===== src/rtl/ball_motion.sv =====
// Ball position/direction engine: tracks the paddle while idle, moves one pixel
// per axis per tick, reflects off walls, paddle and bricks, and flags a lost ball.
module ball_motion #(
    parameter int unsigned H_RES     = 640,
    parameter int unsigned V_RES     = 480,
    parameter int unsigned BALL_SIZE = 8,
    parameter int unsigned PADDLE_W  = 64,
    parameter int unsigned PADDLE_Y  = 440
) (
    input  logic       clock,
    input  logic       reset,
    input  logic       tick,
    input  logic       launch,
    input  logic [9:0] paddle_x,
    input  logic       bounce_x,
    input  logic       bounce_y,
    output logic [9:0] ball_x,
    output logic [9:0] ball_y,
    output logic       dir_x,
    output logic       dir_y,
    output logic       moving,
    output logic       lost
);

    localparam int unsigned PW = 10;
    localparam int unsigned CW = 11;

    localparam logic [1:0] S_IDLE = 2'd0;
    localparam logic [1:0] S_MOVE = 2'd1;
    localparam logic [1:0] S_LOST = 2'd2;

    localparam logic [PW-1:0] START_Y = PW'(PADDLE_Y - BALL_SIZE);
    localparam logic [PW-1:0] RESET_X = PW'(H_RES / 2 - BALL_SIZE / 2);

    logic [1:0]    state_q, state_d;
    logic [PW-1:0] ball_x_q, ball_x_d;
    logic [PW-1:0] ball_y_q, ball_y_d;
    logic          dir_x_q, dir_x_d;
    logic          dir_y_q, dir_y_d;
    logic          pend_x_q, pend_x_d;
    logic          pend_y_q, pend_y_d;
    logic          moving_q, moving_d;
    logic          lost_q, lost_d;

    logic          ex, ey, fall_out;
    logic [CW-1:0] x_right, y_bottom, pad_left, pad_right;

    // Edge arithmetic is widened so right/bottom edges never wrap.
    assign x_right   = CW'(ball_x_q) + CW'(BALL_SIZE);
    assign y_bottom  = CW'(ball_y_q) + CW'(BALL_SIZE);
    assign pad_left  = CW'(paddle_x);
    assign pad_right = CW'(paddle_x) + CW'(PADDLE_W);

    always_comb begin
        state_d  = state_q;
        ball_x_d = ball_x_q;
        ball_y_d = ball_y_q;
        dir_x_d  = dir_x_q;
        dir_y_d  = dir_y_q;
        pend_x_d = pend_x_q;
        pend_y_d = pend_y_q;
        ex       = dir_x_q;
        ey       = dir_y_q;
        fall_out = 1'b0;

        case (state_q)
            S_IDLE: begin
                ball_x_d = PW'(pad_left + CW'(PADDLE_W / 2) - CW'(BALL_SIZE / 2));
                ball_y_d = START_Y;
                dir_x_d  = 1'b1;
                dir_y_d  = 1'b0;
                pend_x_d = 1'b0;
                pend_y_d = 1'b0;
                if (launch) begin
                    state_d = S_MOVE;
                end
            end
            S_MOVE: begin
                pend_x_d = pend_x_q | bounce_x;
                pend_y_d = pend_y_q | bounce_y;
                if (tick) begin
                    // Strobes arriving with the tick are folded into this move.
                    pend_x_d = 1'b0;
                    pend_y_d = 1'b0;
                    ex = dir_x_q ^ (pend_x_q | bounce_x);
                    ey = dir_y_q ^ (pend_y_q | bounce_y);
                    if (ex && x_right >= CW'(H_RES)) begin
                        ex = 1'b0;
                    end else if (!ex && ball_x_q == '0) begin
                        ex = 1'b1;
                    end
                    if (!ey && ball_y_q == '0) begin
                        ey = 1'b1;
                    end else if (ey && y_bottom == CW'(PADDLE_Y) &&
                                 x_right > pad_left && CW'(ball_x_q) < pad_right) begin
                        ey = 1'b0;
                    end else if (ey && y_bottom >= CW'(V_RES)) begin
                        fall_out = 1'b1;
                    end
                    if (fall_out) begin
                        state_d = S_LOST;
                    end else begin
                        ball_x_d = ex ? ball_x_q + PW'(1) : ball_x_q - PW'(1);
                        ball_y_d = ey ? ball_y_q + PW'(1) : ball_y_q - PW'(1);
                        dir_x_d  = ex;
                        dir_y_d  = ey;
                    end
                end
            end
            S_LOST: begin
                state_d = S_IDLE;
            end
            default: begin
                state_d = S_IDLE;
            end
        endcase

        moving_d = (state_d == S_MOVE);
        lost_d   = (state_d == S_LOST);
    end

    always_ff @(posedge clock) begin
        if (reset) begin
            state_q  <= S_IDLE;
            ball_x_q <= RESET_X;
            ball_y_q <= START_Y;
            dir_x_q  <= 1'b1;
            dir_y_q  <= 1'b0;
            pend_x_q <= 1'b0;
            pend_y_q <= 1'b0;
            moving_q <= 1'b0;
            lost_q   <= 1'b0;
        end else begin
            state_q  <= state_d;
            ball_x_q <= ball_x_d;
            ball_y_q <= ball_y_d;
            dir_x_q  <= dir_x_d;
            dir_y_q  <= dir_y_d;
            pend_x_q <= pend_x_d;
            pend_y_q <= pend_y_d;
            moving_q <= moving_d;
            lost_q   <= lost_d;
        end
    end

    assign ball_x = ball_x_q;
    assign ball_y = ball_y_q;
    assign dir_x  = dir_x_q;
    assign dir_y  = dir_y_q;
    assign moving = moving_q;
    assign lost   = lost_q;

endmodule


===== config.mk =====
export PLATFORM = sky130hd
export DESIGN_NAME = ball_motion
export DESIGN_NICKNAME = d
export VERILOG_FILES = /design/src/rtl/ball_motion.sv
export SDC_FILE = /design/constraint.sdc
export NUM_CORES = 1
export LEC_CHECK = 0
export BUFFER_PORTS_ARGS = -buffer_cell sky130_fd_sc_hd__clkbuf_2
export CAP_MARGIN = 20
export CORE_UTILIZATION = 59
export CTS_BUF_LIST = sky130_fd_sc_hd__clkbuf_16
export CTS_CLUSTER_DIAMETER = 200
export DETAILED_ROUTE_END_ITERATION = 8
export GPL_ROUTABILITY_DRIVEN = 0
export PLACE_DENSITY = 0.82
export SETUP_SLACK_MARGIN = 0.4
export SYNTH_ARGS = -nofsm -noshare
export SYNTH_HDL_FRONTEND = slang
export SYNTH_SLANG_ARGS = --single-unit

===== constraint.sdc =====
create_clock -name clock -period 5.35 [get_ports clock]
set_input_delay 0.8025 -clock clock [delete_from_list [all_inputs] [get_ports clock]]
set_output_delay 0.8025 -clock clock [all_outputs]
set_load 0.01 [all_outputs]

**After elaboration in Yosys (flattened, before gate mapping)**

Index checks and enable logic that the tools add are counted.

- Register bits after elaboration: 28
- Output and inout bits: 24

- Eq/ne operators: 6
- Reductions and logical operators: 14
- Magnitude comparators: 4
- Mux-type cells: 35
- Bitwise logic cells: 4
- Add/subtract/negate cells: 9

Operators with widths:

| operator | count |
|---|---|
| 10-bit two-way mux | 6 |
| 10-bit case mux with 2 select lines | 2 |
| 10-bit by 4-bit adder with 11-bit output (second input constant) | 2 |
| 10-bit by 1-bit adder with 10-bit output (second input constant) | 2 |
| 10-bit zero test | 2 |
| 10-bit by 1-bit subtractor with 10-bit output (second input constant) | 2 |
| 1-bit two-way mux | 19 |
| 10-bit by 7-bit adder with 11-bit output (second input constant) | 1 |
| 11-bit by 9-bit equality test with 1-bit output (second input constant) | 1 |
| 11-bit by 10-bit greater-or-equal comparator with 1-bit output (second input constant) | 1 |
| 11-bit by 9-bit greater-or-equal comparator with 1-bit output (second input constant) | 1 |
| 11-bit by 10-bit greater-than comparator with 1-bit output | 1 |
| 10-bit by 11-bit less-than comparator with 1-bit output | 1 |
| 10-bit by 6-bit adder with 10-bit output (second input constant) | 1 |
| 10-bit by 3-bit subtractor with 10-bit output (second input constant) | 1 |
| 1-bit case mux with 2 select lines | 4 |
| 1-bit logical AND | 7 |
| 2-bit two-way mux | 3 |
| 2-bit by 1-bit equality test with 1-bit output (second input constant) | 2 |
| 2-bit != test (second input constant) | 2 |
| 2-bit case mux with 2 select lines | 1 |
| 3-bit AND reduction | 1 |
| 2-bit equality test (second input constant) | 1 |
| 1-bit zero test | 2 |
| other kinds (4) | 6 |

**Depth between registers and ports, before layout**

- Depth in word-level cells: 13
- Mapped depth: 18

**Worst setup path after synthesis**

Ideal clock, no wire load.

- Path type: register -> register
- Start point: register ball_x_q[3], in the netlist ball_x[3]
- End point: register ball_y_q[9], in the netlist ball_y[9]
- Cell stages (with the launch flop): 19
- Setup time: 73 ps
- Period minus slack after synthesis: 4237 ps
- Path slack: 1113 ps
- Required time: 5277 ps
- Path buffers: 0
- Arrival: 4164 ps
- Cells stage by stage: dfxtp_1 ha_1 and3_1 nand3_1 xnor2_1 ha_1 nand3_1 a21o_1 a211o_1 a32oi_1 and2_1 ha_1 a21oi_1 o21ai_0 a2111oi_0 o41a_1 nand3_2 nor2b_1 o211ai_2

- Longest elaborated chain between the ends: 12
- Elaborated cells between the ends (all ways): 19
- Those cells by class: add/sub: 1; order compare: 2; eq/ne: 1; mux: 12; reduce/logical: 3

RTL lines:

| what | RTL line | source |
|---|---|---|
| from (decl) | 36 | `logic [PW-1:0] ball_x_q, ball_x_d;` |
| from (signal assigned) | 135 | `ball_x_q <= ball_x_d;` |
| 10-bit by 4-bit adder with 11-bit output | 49 | `assign x_right = CW'(ball_x_q) + CW'(BALL_SIZE);` |
| 11-bit by 10-bit greater-than comparator with 1-bit output | 95 | `x_right > pad_left && CW'(ball_x_q) < pad_right) begin` |
| 1-bit logical AND | 94 | `end else if (ey && y_bottom == CW'(PADDLE_Y) &&` |
| 1-bit logical AND * | 95 |  |
| 1-bit two-way mux | 94 |  |
| 1-bit two-way mux | 92 | `if (!ey && ball_y_q == '0) begin` |
| 1-bit two-way mux | 81 | `if (tick) begin` |
| 1-bit two-way mux | 66 | `case (state_q)` |
| 10-bit two-way mux | 104 | `ball_y_d = ey ? ball_y_q + PW'(1) : ball_y_q - PW'(1);` |
| 10-bit two-way mux | 100 | `if (fall_out) begin` |
| 10-bit two-way mux | 81 |  |
| 10-bit case mux with 2 select lines | 66 |  |
| to (signal assigned) | 136 | `ball_y_q <= ball_y_d;` |
| to (decl) | 37 | `logic [PW-1:0] ball_y_q, ball_y_d;` |

Mark *: on every way between the ends. The rest lies on a longest branch, timed or not. The select of a mux whose other input is x is not followed.
A chain may end at the register's enable or synchronous reset.

**Final worst setup path**

Same ends and word-level chain as after synthesis.

==> impl_metrics.yaml <==
sta:
  finalSetupTns_ns: 0
  fmax_mhz: 221.0
  slew_headroom_pct: 35.67
  hold_viol: 0
  hold_slack_ns: 0.4717
  slew_viol_final: 0
  layout_min_cycle_time_ns: 4.525
  setup_viol: 0
  fin_crit_sh_pct: 84.59
  fin_ws_ns: 0.8246
  tightest_slew_ns: 0.9650
  rsz0062_at_grt: "no"
  finClkSkew_ns: 0.005015
clocking:
  cts_root_buf: "clkbuf_16"
  h-tree-depth: 1
  cts_tree: "built"
  clk_pin_slew_ns: 0.07
  clk_path_buf_depth: 2
  holdBufCountCts: 0
  clock_latency_ns: 0.27
  cts_buffers: 3
  cts_sinks: 28
yosys:
  yosysUniqueCellTypes: 59
  yosys.area_share.adder_pct: 17.76
  avgSynthCellArea_um2: 7.887
  muxShareOfSynthArea_pct: 0.3535
  syn_inst: 359
  yosysSeqAreaShare_pct: 19.80
  synth_compound_area_share_pct: 25.50
  ys_ff_latch: 28
  async_reset_ff_share_pct: 0
  synth_area_um2: 2831
  synth-xor-area-share_pct: 8.970
  syn_nets: 414
  synthSimpleGateAreaFrac_pct: 22.01
  synth_top_area_share_pct: 19.80
  synth_edf_count: 0
  synth_largest_area_cell: "dfxtp_1"
  ys_top_cells_by_area: "dfxtp_1, ha_1, xnor2_1"
  synth_warnings: 0
  ys_dominant_reg_cell: "dfxtp_1"
  synth_top_family_by_area: "compound AO/OA/AOI/OAI gates"
power:
  power.leakage_nw: 1.404
  clock_power_share_pct: 15.0
  p_sw_mw: 0.6915
  pwr-share-seq_pct: 22.9
  ir_drop_mv: 0.2210
  p_sw_share_pct: 45.93
  internal_power_mw: 0.8139
  finalPower_mw: 1.505
  pwr-share-comb_pct: 62.1
  power_density_nw_per_um2: 482.6
route:
  vias_per_cell: 6.370
  ant_nets: 0
  drcViolationCount: 2
  drt_first_pass_iters: 7
  wl_per_cell_um: 16.06
  via_count: 2790
  wl_um: 7033
  drt_iter0_drc: 246
worst_setup_path:
  path_common_cell: "ha_1"
  slowest_delay_ns: 0.52
  path_class: "reg -> reg"
  critPathBufInv: 0
  cpLargestDelayFamily: "compound AO/OA/AOI/OAI gates"
  start_kind: "register"
  crit_path_cell_trace: "ha_1 > and3_1 > nand3_1 > xnor2_1 > ha_1 > nand3_1 > a21o_1 > a211o_1 > a32oi_1 > and2_2 > ha_1 > a21oi_1 > o21ai_0 > a2111oi_1 > o41a_1 > nand3_2 > nor2b_1 > o211ai_2"
  cp_slowest_cell: "a2111oi_1"
  crit_arrival_ns: 4.72
  critPathRequiredTime_ns: 5.55
  cp_max_fo: 10
  end_kind: "register"
layout:
  diodes: 0
  nNetsFinal: 442
  multi_input_area_um2: 2115
  drive_above_1_share_pct: 14.25
  regArea_um2: 560.5
  num-fill-cells: 362
  area_delta_synth_final_pct: 10.16
floorplan:
  core-area_um2: 4474
  dieArea_um2: 5080
  pin_count: 40
  die_h_um: 71.28
  die_w_um: 71.28
  num_rows: 24
  initial_utilization_pct: 63.28
global_route:
  antenna_found_initial: 0
  grt-ovfl-total: 0
  first_global_vias: 2614
  grt_pass1_wl_um: 11810
  grt_start_max_net_pins: 30
  grt_use_total_pct: 28.90
min_path:
  hold_class: "reg -> reg"
job:
  max_cap_violations: 0
placed_design:
  pre_cts_ws_ns: 0.6759
  io_buffers: 39
  hpwl_um: 5178
run_status:
  violations: "design-rule violations"
  status: "complete, but fails checks"
## worst paths after layout
kind / startpoint / endpoint / slack [ns] / cells past startpoint
setup / recovery: ball_x[3]$_SDFFE_PP1P_ / ball_y[9]$_SDFFE_PP0P_ / 0.82 / 18
hold / removal: pend_y_q$_SDFFE_PP0P_ / pend_y_q$_SDFFE_PP0P_ / 0.47 / 2
setup reg to reg: ball_x[3]$_SDFFE_PP1P_ / ball_y[9]$_SDFFE_PP0P_ / 0.82 / 18
hold reg to reg: pend_y_q$_SDFFE_PP0P_ / pend_y_q$_SDFFE_PP0P_ / 0.47 / 2
## cells in the mapped netlist, drive strengths merged (2+ instances only)
library cell / instances
and4: 2
o21ai: 12
or3: 3
or2: 2
o211ai: 5
fa: 2
and3: 3
nand2: 30
clkbuf: 7
ha: 37
o22ai: 2
o21a: 2
a221oi: 2
dfxtp: 28
nor2: 30
xor2: 10
nand2b: 3
buf: 10
a211o: 8
inv: 19
o31ai: 3
xnor2: 19
a21oi: 31
a211oi: 5
nand3: 18
o21bai: 8
nand4: 6
nor4: 3
or4: 2
nand3b: 2
a2111oi: 3
nor2b: 2
a21o: 7
a32oi: 2
a311oi: 2
nor3: 14
## what timing repair did
action / CTS / global route
endpoints found under the setup margin: 0 / 1
setup buffers: 0 / 0
gates resized for setup: 0 / 2
## kinds of logic after synthesis
kind of cell	Yosys count
buf+inv	36
mux	1
xor+xnor	29
compound gates	102
simple gates	124
flops	28
fa+ha+maj	39
## sequential cells by signal, indices dropped and copies added, names as in the netlist
| register | flops |
|---|---|
| pend_x_q | 1 |
| dir_x | 1 |
| state_q | 2 |
| lost | 1 |
| dir_y | 1 |
| moving | 1 |
| pend_y_q | 1 |
| ball_y | 10 |
| ball_x | 10 |
## tightest hold or removal path: cells and delay by family, from the launching register on
kind / cells / cell delay, ns
AOI/OAI and AO/OA: 1 / 0.04
and+or+nand+nor: 1 / 0.07
DFF: 1 / 0.33
## layer usage
metal  GRT usage [%]  wire [um]  share of wire, %
met2           47.51       3238                46
met4           8.000         49              0.70
met5               0          0                 0
met3           2.813        415               5.9
met1           40.55       3329                47
## area by class of cell
| type | count | area share [%] |
|---|---|---|
| tap | 52 | 2.086 |
| clock buffer | 3 | 2.407 |
| multi-input combinational | 295 | 67.79 |
| inverter | 19 | 2.286 |
| timing repair buffer | 40 | 6.498 |
| sequential | 28 | 17.97 |
| clock inverter | 1 | 0.9627 |
## metrics by stage
step	utilization [%]	std cells	instance area [um^2]
global placement	67.31	434	3012
CTS	69.66	438	3117
detailed placement	67.31	434	3012
finish	69.71	438	3119
global route	69.71	438	3119
floorplan	-	359	2831
## power by group through the flow
stage                     sequential [mW]  clock, mW  combinational [mW]
after floorplan                     0.322          0               0.738
after global placement              0.345          0               0.882
after detailed placement            0.348          0               0.902
after CTS                           0.343      0.228               0.920
after global routing                0.355      0.235                1.04
final                               0.344      0.226               0.935
## placed cells by master, fill, tap and decap left out, types with 2 or more instances in the layout
cell       Yosys  routed
nand3_2        2       2
nand2b_1       3       3
or2_2          2       2
inv_1         19      19
a32oi_1        2       2
nor2b_1        2       2
o21a_1         2       2
a211o_1        8       8
nor4_1         3       3
xnor2_1       19      19
clkbuf_2       0      39
a211oi_1       5       5
and3_1         3       3
nor3_1        13      13
fa_1           2       2
a2111oi_0      3       2
xor2_1        10      10
a21o_1         7       7
nand4_1        6       6
dfxtp_1       28      28
and4_1         2       2
a21oi_1       31      31
o21ai_0       10      10
nor2_1        30      30
nand3_1       16      16
o31ai_1        3       3
nand3b_1       2       2
nand2_1       30      30
or3_1          3       3
o211ai_1       4       4
clkbuf_16      0       3
o22ai_1        2       2
a311oi_1       2       2
o21bai_1       8       8
ha_1          37      37
a221oi_1       2       2
No activity file was read; power rests on OpenSTA's default activity.
